$ cat src/rtl/key_cond_pkg.sv
// Shared types and width helpers for the push-button conditioner.
package key_cond_pkg;

    localparam int unsigned STATE_W = 3;

    typedef enum logic [STATE_W-1:0] {
        S_WAIT_REL,
        S_IDLE,
        S_PRESS_DB,
        S_HELD,
        S_LONG,
        S_REL_DB
    } key_state_e;

    // Bits needed for a saturating counter that must be able to hold max_val.
    function automatic int unsigned cnt_w(input int unsigned max_val);
        return $clog2(max_val + 1);
    endfunction

endpackage

$ cat src/rtl/key_conditioner_if.sv
// Button inputs and conditioned command outputs of the key conditioner.
interface key_conditioner_if #(
    parameter int unsigned N_KEYS = 3
);
    logic [N_KEYS-1:0] key_n;
    logic [N_KEYS-1:0] press;
    logic [N_KEYS-1:0] long_press;
    logic [N_KEYS-1:0] level;

    modport master (output key_n, input press, long_press, level);
    modport slave  (input key_n, output press, long_press, level);
endinterface

$ cat src/rtl/key_debounce_fsm.sv
// One key: 2-FF synchroniser, press/release debounce, hold timer and long-press detection.
module key_debounce_fsm
    import key_cond_pkg::*;
#(
    parameter int unsigned DEBOUNCE_CYCLES = 30720,
    parameter int unsigned LONG_CYCLES     = 3072000
) (
    input  logic i_AUD_BCLK,
    input  logic i_rst_n,
    input  logic key_n,
    output logic req,
    output logic long_pulse,
    output logic level
);
    localparam int unsigned DBW = cnt_w(DEBOUNCE_CYCLES);
    localparam int unsigned HW  = cnt_w(LONG_CYCLES);
    localparam logic [DBW-1:0] DB_LAST  = DBW'(DEBOUNCE_CYCLES - 1);
    localparam logic [HW-1:0]  HOLD_MAX = HW'(LONG_CYCLES);

    logic [1:0]    sync_q;
    logic          p;
    key_state_e    state_q, state_d;
    logic [DBW-1:0] db_cnt_q, db_cnt_d;
    logic [HW-1:0] hold_cnt_q, hold_cnt_d;
    logic          long_fired_q, long_fired_d;
    logic          req_d, long_d, level_d;

    // Synchroniser resets to "released" so reset never looks like a press.
    always_ff @(posedge i_AUD_BCLK or negedge i_rst_n) begin
        if (!i_rst_n) sync_q <= 2'b11;
        else          sync_q <= {sync_q[0], key_n};
    end

    assign p = ~sync_q[1];

    always_ff @(posedge i_AUD_BCLK or negedge i_rst_n) begin
        if (!i_rst_n) begin
            state_q      <= S_WAIT_REL;
            db_cnt_q     <= '0;
            hold_cnt_q   <= '0;
            long_fired_q <= 1'b0;
            req          <= 1'b0;
            long_pulse   <= 1'b0;
            level        <= 1'b0;
        end else begin
            state_q      <= state_d;
            db_cnt_q     <= db_cnt_d;
            hold_cnt_q   <= hold_cnt_d;
            long_fired_q <= long_fired_d;
            req          <= req_d;
            long_pulse   <= long_d;
            level        <= level_d;
        end
    end

    // Next state; counters only advance below their limit, so they saturate.
    always_comb begin
        state_d      = state_q;
        db_cnt_d     = db_cnt_q;
        hold_cnt_d   = hold_cnt_q;
        long_fired_d = long_fired_q;
        req_d        = 1'b0;
        long_d       = 1'b0;
        unique case (state_q)
            S_WAIT_REL: begin
                if (p) begin
                    db_cnt_d = '0;
                end else if (db_cnt_q == DB_LAST) begin
                    state_d  = S_IDLE;
                    db_cnt_d = '0;
                end else begin
                    db_cnt_d = db_cnt_q + DBW'(1);
                end
            end
            S_IDLE: begin
                if (p) begin
                    state_d  = S_PRESS_DB;
                    db_cnt_d = DBW'(1);
                end
            end
            S_PRESS_DB: begin
                if (!p) begin
                    state_d  = S_IDLE;
                    db_cnt_d = '0;
                end else if (db_cnt_q == DB_LAST) begin
                    state_d    = S_HELD;
                    db_cnt_d   = '0;
                    hold_cnt_d = '0;
                    req_d      = 1'b1;
                end else begin
                    db_cnt_d = db_cnt_q + DBW'(1);
                end
            end
            S_HELD: begin
                if (!p) begin
                    state_d  = S_REL_DB;
                    db_cnt_d = DBW'(1);
                end else if (hold_cnt_q == HOLD_MAX) begin
                    state_d      = S_LONG;
                    long_d       = 1'b1;
                    long_fired_d = 1'b1;
                end else begin
                    hold_cnt_d = hold_cnt_q + HW'(1);
                end
            end
            S_LONG: begin
                if (!p) begin
                    state_d  = S_REL_DB;
                    db_cnt_d = DBW'(1);
                end
            end
            S_REL_DB: begin
                // A glitch back to pressed resumes the hold timer where it froze.
                if (p) begin
                    db_cnt_d = '0;
                    if (long_fired_q) begin
                        state_d = S_LONG;
                    end else if (hold_cnt_q == HOLD_MAX) begin
                        state_d      = S_LONG;
                        long_d       = 1'b1;
                        long_fired_d = 1'b1;
                    end else begin
                        state_d    = S_HELD;
                        hold_cnt_d = hold_cnt_q + HW'(1);
                    end
                end else if (db_cnt_q == DB_LAST) begin
                    state_d      = S_IDLE;
                    db_cnt_d     = '0;
                    long_fired_d = 1'b0;
                end else begin
                    db_cnt_d = db_cnt_q + DBW'(1);
                end
            end
            default: state_d = S_WAIT_REL;
        endcase
        level_d = (state_d == S_HELD) || (state_d == S_LONG) || (state_d == S_REL_DB);
    end

endmodule

$ cat src/rtl/key_conditioner.sv
// Per-key conditioning plus a fixed-priority arbiter that serialises press pulses.
module key_conditioner
    import key_cond_pkg::*;
#(
    parameter int unsigned N_KEYS          = 3,
    parameter int unsigned DEBOUNCE_CYCLES = 30720,
    parameter int unsigned LONG_CYCLES     = 3072000
) (
    input  logic              i_AUD_BCLK,
    input  logic              i_rst_n,
    key_conditioner_if.slave  bus
);
    logic [N_KEYS-1:0] req;
    logic [N_KEYS-1:0] long_vec;
    logic [N_KEYS-1:0] level_vec;
    logic [N_KEYS-1:0] pend_q;
    logic [N_KEYS-1:0] press_q;
    logic [N_KEYS-1:0] cand_c;
    logic [N_KEYS-1:0] grant_c;

    for (genvar k = 0; k < int'(N_KEYS); k++) begin : g_key
        key_debounce_fsm #(
            .DEBOUNCE_CYCLES (DEBOUNCE_CYCLES),
            .LONG_CYCLES     (LONG_CYCLES)
        ) u_key (
            .i_AUD_BCLK (i_AUD_BCLK),
            .i_rst_n    (i_rst_n),
            .key_n      (bus.key_n[k]),
            .req        (req[k]),
            .long_pulse (long_vec[k]),
            .level      (level_vec[k])
        );
    end

    // Lowest set bit of pending-or-new requests wins this cycle.
    always_comb begin
        cand_c  = pend_q | req;
        grant_c = cand_c & (~cand_c + N_KEYS'(1));
    end

    always_ff @(posedge i_AUD_BCLK or negedge i_rst_n) begin
        if (!i_rst_n) begin
            pend_q  <= '0;
            press_q <= '0;
        end else begin
            pend_q  <= cand_c & ~grant_c;
            press_q <= grant_c;
        end
    end

    assign bus.press      = press_q;
    assign bus.long_press = long_vec;
    assign bus.level      = level_vec;

endmodule
$ cat src/flat_wrapper.sv
// flat-port wrapper written by rule: the top's interface ports become plain ports
module key_conditioner_flat import key_cond_pkg::*;
#(
    parameter int unsigned N_KEYS          = 3,
    parameter int unsigned DEBOUNCE_CYCLES = 30720,
    parameter int unsigned LONG_CYCLES     = 3072000
)
  (i_AUD_BCLK, i_rst_n, bus_key_n, bus_press, bus_long_press, bus_level);
  key_conditioner_if #(.N_KEYS(N_KEYS)) bus_i ();
  input  logic i_AUD_BCLK;
  input  logic i_rst_n;
  input wire logic [$bits(bus_i.key_n)-1:0] bus_key_n;
  output wire logic [$bits(bus_i.press)-1:0] bus_press;
  output wire logic [$bits(bus_i.long_press)-1:0] bus_long_press;
  output wire logic [$bits(bus_i.level)-1:0] bus_level;
  assign bus_i.key_n = bus_key_n;
  assign bus_press = bus_i.press;
  assign bus_long_press = bus_i.long_press;
  assign bus_level = bus_i.level;
  key_conditioner #(.N_KEYS(N_KEYS), .DEBOUNCE_CYCLES(DEBOUNCE_CYCLES), .LONG_CYCLES(LONG_CYCLES)) u_core (.i_AUD_BCLK(i_AUD_BCLK), .i_rst_n(i_rst_n), .bus(bus_i));
endmodule
$ cat config.mk
export PLATFORM = sky130hd
export DESIGN_NAME = key_conditioner_flat
export DESIGN_NICKNAME = d
export VERILOG_FILES = /design/src/rtl/key_cond_pkg.sv /design/src/rtl/key_conditioner_if.sv /design/src/rtl/key_debounce_fsm.sv /design/src/rtl/key_conditioner.sv /design/src/flat_wrapper.sv
export SDC_FILE = /design/constraint.sdc
export NUM_CORES = 1
export LEC_CHECK = 0
export CAP_MARGIN = 15
export CORE_MARGIN = 2
export CORE_UTILIZATION = 50
export DETAILED_ROUTE_END_ITERATION = 8
export PLACE_DENSITY = 0.66
export SETUP_SLACK_MARGIN = 0.4
export SLEW_MARGIN = 30
export SYNTH_ARGS = -nofsm -noshare
export SYNTH_HDL_FRONTEND = slang
export SYNTH_SLANG_ARGS = --single-unit
$ cat constraint.sdc
create_clock -name i_AUD_BCLK -period 3.1 [get_ports i_AUD_BCLK]
set_clock_uncertainty 0.2 [all_clocks]
set_input_delay 0.465 -clock i_AUD_BCLK [delete_from_list [all_inputs] [get_ports i_AUD_BCLK]]
set_output_delay 0.465 -clock i_AUD_BCLK [all_outputs]
set_load 0.02 [all_outputs]
==> results of run 1 <==
[what timing repair did]
item                       4_1_cts  5_1_grt
hold endpoints to repair        59        0
hold buffers                     1        0
pin swaps                        0        2
setup buffers                    1       15
cloned                           0        1
setup endpoints to repair        9       37
resized for setup                6       21
[layout make-up]
type | count | area (um^2)
inverter | 23 | 86.3
fill | 1385 | 6540
multi-input combinational | 684 | 4230
clock buffer | 22 | 484
tap | 216 | 270
sequential | 143 | 3590
timing repair buffer | 52 | 439
clock inverter | 10 | 134
[flip-flops by register name, indices dropped and copies added, names as in the netlist]
signal,cells
u_core.g_key.u_key.level,3
u_core.bus.press,3
u_core.g_key.u_key.hold_cnt_q,66
u_core.g_key.u_key.db_cnt_q,45
u_core.g_key.u_key.req,3
u_core.g_key.u_key.state_q,9
u_core.g_key.u_key.sync_q,6
u_core.pend_q,2
u_core.g_key.u_key.long_fired_q,3
u_core.g_key.u_key.long_pulse,3
[how the worst min path moves through the flow]
stage,startpoint,to,slack (ps),depth (start not counted)
2_1_floorplan,i_rst_n,u_core.bus.press[0],-30,0
3_3_place_gp,u_core.g_key[0].u_key.sync_q[0],u_core.g_key[0].u_key.sync_q[1],150,0
3_5_place_dp,u_core.g_key[1].u_key.sync_q[0],u_core.g_key[1].u_key.sync_q[1],150,0
4_1_cts,u_core.g_key[1].u_key.sync_q[0],u_core.g_key[1].u_key.sync_q[1],160,0
5_1_grt,u_core.g_key[2].u_key.sync_q[0],u_core.g_key[2].u_key.sync_q[1],160,0
6_report,u_core.g_key[1].u_key.sync_q[0],u_core.g_key[1].u_key.sync_q[1],160,0
[where the power goes]
| part | switching, W | leakage (nW) | internal [W] | total [W] |
|---|---|---|---|---|
| registers | 0.0000963 | 1.96 | 0.00193 | 0.00202 |
| clock network | 0.000779 | 0.302 | 0.00135 | 0.00213 |
| logic | 0.000437 | 1.53 | 0.000255 | 0.000692 |
[worst max-delay path, cell delays in order, from the launching register on]
cell and delay [ps]:
dfrtp_1 440, nand4_4 140, or4_4 600, o21a_4 250, o21a_4 230, buf_4 140, or4_1 500, nand2_1 80
[metrics by stage]
step	utilization	setup WS, ps
after floorplan	-	515
after global placement	0.531	348
after detailed placement	0.531	229
after CTS	0.572	398
after global routing	0.586	355
final	0.586	448
[layer usage]
layer / up-vias / global-route usage
li1: 3269 / -
met4: 0 / 0.0626
met1: 3240 / 0.289
met5: - / 0
met3: 20 / 0.0456
met2: 152 / 0.347
[synthesized netlist by cell type, drive strengths merged (3+ instances only)]
cell type	number
dfstp	6
clkbuf	34
nor3b	11
nand2	79
dfrtp	137
a21o	4
a21oi	40
inv	23
o31ai	17
buf	13
and3	16
a211oi	10
a31oi	7
o211ai	4
nor2b	13
o21a	7
a2111oi	5
nand4	28
xor2	22
and4	5
xnor2	47
maj3	3
ha	9
nand2b	15
and2	10
or4	8
nand4b	3
or3	9
nand3	44
nor4b	13
o21ai	55
a22oi	3
or2	5
nor2	102
mux2i	3
nor3	32
nor4	21
or3b	4
[kinds of logic (layout without fill, tap and decap cells)]
kind of cell    after synthesis  count (layout)  synth area share
simple gates                421             421             0.274
xor+xnor                     69              69            0.0756
mux                           4               4           0.00516
flops                       143             143             0.448
fa+ha+maj                    12              12            0.0178
buf+inv                      70             107            0.0366
compound gates              177             178             0.142
==> summary.md, run 1 <==
| Metric | Value |
|---|---|
| Yosys Warn Count | 0 |
| Initial core utilization | 0.507 |
| Worst setup path start | u_core.g_key[0].u_key.db_cnt_q[6] |
| Row count | 46 |
| Critical Path Fanout Max | 8 |
| Final slew viol count | 0 |
| Peak VDD IR | roughly 0.41 mV |
| Crit path kind | reg2reg |
| Outcome | complete, no violations |
| Net Count, Synth | 910 |
| Period utilization | 0.855 |
| Most frequent cells in the layout | dfrtp_1 (132), nor2_1 (102), nand2_1 (79) |
| Drt drc | 0 |
| Core ar. | ~0.016 mm^2 |
| Synth unique cells | 67 |
| Clock Tree Root | clkbuf_16 |
| Reg2reg end | u_core.g_key[0].u_key.hold_cnt_q[2] |
| Commonest non-fill, non-tap cell in the layout | dfrtp_1 |
| Worst skew pair latency | ~420 ps |
| Synth Register Bits | between 100 and 150 |
| H-Tree Depth | 4 |
| Setup crit end kind | flop |
| CTS Sinks | about 140 |
| Via density per instance | between 5 and 6 |
| Max frequency | roughly 0.38 GHz |
| Post-route cell area | ~0.009 mm^2 |
| Hold Vio Cnt, Final | 0 |
| Port Buffers | 13 |
| Die width | between 100 and 150 um |
| Worst Hold Class | reg2reg |
| Power per Cell Area | approximately 520 mW/mm^2 |
| Max cap viols | 0 |
| Final nets | a little over 900 |
| Met2 WL post-DR | ~8.3 mm |
| Die height | between 100 and 150 um |
| Dominant synthesized flop cell | dfrtp_1 |
| Syn-to-layout area delta | 15.5% |
| Max Used Layer | met4 |
| Mapped Area | 0.00800 mm^2 |
| Gr usage total | 0.213 |
| Worst Path Required | 3260 ps |
| Clock tree buffer depth | 2 |
| Non-filler cells in the finished layout | about 1200 |
| Total CTS buffers | 17 |
| RR Startpoint | u_core.g_key[0].u_key.db_cnt_q[6] |
| Post-Syn Instances | between 800 and 900 |
| Initial antenna violation count | 0 |
| Number of synthesized flops with an enable pin | 0 |
| Headroom to the max-slew limit | 0.518 |
| Final Power | around 0.0048 W |
| Avg WL per Cell | around 15 um |
| DIE AREA | between 0.015 and 0.02 mm^2 |
| Via count | approximately 6700 |
| CTS tree | done |
| Final HPWL DP | 11.4 mm |
| Routability congestion estimate | between 0.8 and 0.9 |
| Sequential share of the synthesized area | 0.448 |
| Syn avg cell area | approximately 9 um^2 |
| Met1 wire length | 8.18 mm |
| Layout cell share with drive strength beyond 1 | 0.125 |
| Tightest Pin Transition | approximately 720 ps |
| WP data arrival | between 2000 and 3000 ps |
| First-pass detailed-route iteration total | 5 |
| Setup crit start kind | flop |
| Number of cells on the worst reg-to-reg path | 7 |
| Post-route ant nets | 0 |
| Final setup viols | 0 |
| Met3 routed WL | ~630 um |
| DP Cell Count | 1100 |
| RSZ-0062 raised after global routing | yes |
| Yosys top cell area share | 0.429 |
| Largest net degree at the start of global routing | between 60 and 70 |
| First-pass GRT wire length | between 20 and 30 mm |
| Clock transition at the registers of the reported paths | roughly 60 ps |
| Top-level port count | 14 |
| Dominant cells by area after synthesis | dfrtp_1 (43%), xnor2_1 (5.1%), nor2_1 (4.8%) |
| Routed wire length | 17.3 mm |
| Setup TNS | 0 ps |
| Setup slack, reg-to-reg | ~450 ps |
| Number of global-route vias before repair | approximately 6400 |
| Overflow left after global routing | 0 |
| Post-synth top area cell | dfrtp_1 |
| Final Hold Slack | about 160 ps |
| Worst Setup EP | u_core.g_key[0].u_key.hold_cnt_q[2] |
| Lkg Pwr | between 3 and 4 nW |
| Synth async-reset ratio | 1.00 |
| Post-DP Area | about 0.0084 mm^2 |
| Starting DRT DRC Count | 470 |
| Min Clock Period, post-route | around 2700 ps |
| Ant diodes | 0 |
No activity file was read; power rests on OpenSTA's default activity.
==> run 2, diff against run 1 <==
CORE_UTILIZATION = 55   (was 50)
PLACE_DENSITY = 0.72   (was 0.66)
==> run 2 against run 1 <==
Non-clock buffer count down 3. Combinational power down 5.1%. Final cell count down 3.1%. Die area down 8.8%.
==> summary.md, run 2 (synthesized netlist as in run 1, its figures left out) <==
| Metric | Value |
|---|---|
| Max Used Layer | met4 (unchanged) |
| Outcome | complete, no violations (unchanged) |
| Commonest non-fill, non-tap cell in the layout | dfrtp_1 (unchanged) |
| Via density per instance | 6.08 (was 5.81) |
| Layout cell share with drive strength beyond 1 | 0.119 (was 0.125) |
| RSZ-0062 raised after global routing | yes (unchanged) |
| Max frequency | 0.375 GHz (was 0.377 GHz) |
| Post-DP Area | 0.00831 mm^2 (was 0.00837 mm^2) |
| Met2 WL post-DR | 8.71 mm (was 8.31 mm) |
| Tightest Pin Transition | 787 ps (was 719 ps) |
| Row count | 44 (was 46) |
| Clock Tree Root | clkbuf_16 (unchanged) |
| Setup crit start kind | flop (unchanged) |
| Area of the multi-input gates | 0.00424 mm^2 (was 0.00423 mm^2) |
| Beginning of the worst hold path | u_core.g_key[1].u_key.sync_q[0] (unchanged) |
| Max cap viols | 0 (unchanged) |
| Setup TNS | 0 ps (unchanged) |
| Top-level port count | 14 (unchanged) |
| Avg WL per Cell | 15.8 um (was 15.0 um) |
| Lkg Pwr | 3.78 nW (was 3.79 nW) |
| Die width | 125 um (was 130 um) |
| Met3 routed WL | 651 um (was 631 um) |
| Worst setup path start | u_core.g_key[0].u_key.db_cnt_q[0] (was u_core.g_key[0].u_key.db_cnt_q[6]) |
| Post-route cell area | 0.00916 mm^2 (was 0.00923 mm^2) |
| H-Tree Depth | 4 (unchanged) |
| Routed wire length | 17.7 mm (was 17.3 mm) |
| Power per Cell Area | 520 mW/mm^2 (was 524 mW/mm^2) |
| Final setup viols | 0 (unchanged) |
| Worst Hold Class | reg2reg (unchanged) |
| Via count | 6777 (was 6681) |
| Headroom to the max-slew limit | 0.472 (was 0.518) |
| Crit path kind | reg2reg (unchanged) |
| First-pass GRT wire length | 30.2 mm (was 29.5 mm) |
| Initial core utilization | 0.557 (was 0.507) |
| Syn-to-layout area delta | 14.5% (was 15.5%) |
| Worst Setup EP | u_core.g_key[0].u_key.hold_cnt_q[2] (unchanged) |
| FF/Latch Area | 0.00359 mm^2 (about the same) |
| Most flops, register | u_core.g_key.u_key.hold_cnt_q (unchanged) |
| Final Hold Slack | 156 ps (was 155 ps) |
| Met1 wire length | 8.01 mm (was 8.18 mm) |
| # fillers | 1161 (was 1385) |
| Routability congestion estimate | 0.892 (was 0.868) |
| Overflow left after global routing | 0 (unchanged) |
| RR Startpoint | u_core.g_key[0].u_key.db_cnt_q[0] (was u_core.g_key[0].u_key.db_cnt_q[6]) |
| CTS tree | done (unchanged) |
| Drt drc | 0 (unchanged) |
| Min Clock Period, post-route | 2660 ps (was 2650 ps) |
| Die height | 125 um (was 130 um) |
| Post-route ant nets | 0 (unchanged) |
| Core ar. | 0.0144 mm^2 (was 0.0158 mm^2) |
| Hold Vio Cnt, Final | 0 (unchanged) |
| Initial antenna violation count | 0 (unchanged) |
| Largest net degree at the start of global routing | 77 (was 64) |
| Port Buffers | 13 (unchanged) |
| Max reg flops | 66 (unchanged) |
| Period utilization | 0.859 (was 0.855) |
| Ant diodes | 0 (unchanged) |
| Worst Path Required | 3260 ps (about the same) |
| Peak VDD IR | 0.460 mV (was 0.408 mV) |
| WP data arrival | 2820 ps (was 2810 ps) |
| Reg2reg end | u_core.g_key[0].u_key.hold_cnt_q[2] (unchanged) |
| First-pass detailed-route iteration total | 5 (unchanged) |
| Setup slack, reg-to-reg | 440 ps (was 450 ps) |
| Final HPWL DP | 11.5 mm (was 11.4 mm) |
| Top Registers | u_core.g_key.u_key.hold_cnt_q: 66 flops, u_core.g_key.u_key.db_cnt_q: 45 flops, u_core.g_key.u_key.state_q: 9 flops (unchanged) |
| Number of global-route vias before repair | 6491 (was 6370) |
| Starting DRT DRC Count | 522 (was 470) |
| Total CTS buffers | 17 (unchanged) |
| Gr usage total | 0.232 (was 0.213) |
| Final slew viol count | 0 (unchanged) |
| Clock transition at the registers of the reported paths | 60 ps (about the same) |
| CTS Sinks | 143 (unchanged) |
| DIE AREA | 0.0155 mm^2 (was 0.0170 mm^2) |
| Critical Path Fanout Max | 13 (was 8) |
| Worst skew pair latency | 420 ps (about the same) |
| Final Power | 0.00477 W (was 0.00484 W) |
| Most frequent cells in the layout | dfrtp_1 (130), nor2_1 (102), nand2_1 (78) (was dfrtp_1 (132), nor2_1 (102), nand2_1 (79)) |
| Final nets | 931 (was 935) |
| Number of cells on the worst reg-to-reg path | 8 (was 7) |
| Clock tree buffer depth | 2 (unchanged) |
| Setup crit end kind | flop (unchanged) |
run 2: cell count changes in the layout (fill, tap and decap cells not counted), sizes merged:
cell,change
buf,-3
clkbuf,+3
clkinv,-1
clkinvlp,-2
o21a,-1
run 2: cell type report:
| type | count | area share |
|---|---|---|
| clock buffer | 25 | 0.0519 |
| inverter | 23 | 0.00943 |
| tap | 184 | 0.0251 |
| clock inverter | 7 | 0.0120 |
| multi-input combinational | 683 | 0.463 |
| sequential | 143 | 0.393 |
| timing repair buffer | 49 | 0.0455 |
run 2: timing repair:
item,4_1_cts,5_1_grt
pin swaps,0,2
endpoints found under the hold margin,70,0
gates resized for setup,5,29
hold buffers,1,0
endpoints found under the setup margin,15,60
cloned,0,0
buffers inserted,1,15
run 2: how the worst min path moves through the flow:
stage	endpoint	slack, ps	depth (start not counted)
after floorplan	u_core.bus.press[0]	-30	0
final	u_core.g_key[1].u_key.sync_q[1]	160	0
after global placement	u_core.g_key[0].u_key.sync_q[1]	150	0
after CTS	u_core.g_key[1].u_key.sync_q[1]	160	0
after detailed placement	u_core.g_key[1].u_key.sync_q[1]	150	0
after global routing	u_core.g_key[1].u_key.sync_q[1]	160	0
run 2: worst max-delay path, stage by stage (launching register included):
cell and delay [ps]:
dfrtp_1 390, ha_4 170, nand4b_1 100, or4_4 540, o21a_4 250, o21a_4 250
buf_4 150, or4_1 490, nand2_1 70
run 2: routing by layer:
metal / track usage / vias to the layer above
li1: - / 3260
met1: 0.307 / 3344
met2: 0.383 / 145
met3: 0.0503 / 28
met4: 0.0747 / 0
met5: 0 / -
run 2: where the power goes:
| part | leakage [nW] | internal [W] | switching [W] | total [W] |
|---|---|---|---|---|
| combinational | 1.54 | 0.000244 | 0.000413 | 0.000657 |
| clock | 0.289 | 0.00130 | 0.000750 | 0.00205 |
| sequential | 1.95 | 0.00193 | 0.000125 | 0.00206 |
| total | 3.78 | 0.00348 | 0.00129 | 0.00477 |
run 2: per-stage QoR:
step / worst slack, ps / instances / utilization
2_1_floorplan: 515 / 896 / -
3_3_place_gp: 357 / 1065 / 0.578
3_5_place_dp: 261 / 1065 / 0.578
4_1_cts: 404 / 1099 / 0.622
5_1_grt: 374 / 1114 / 0.637
6_report: 437 / 1114 / 0.637
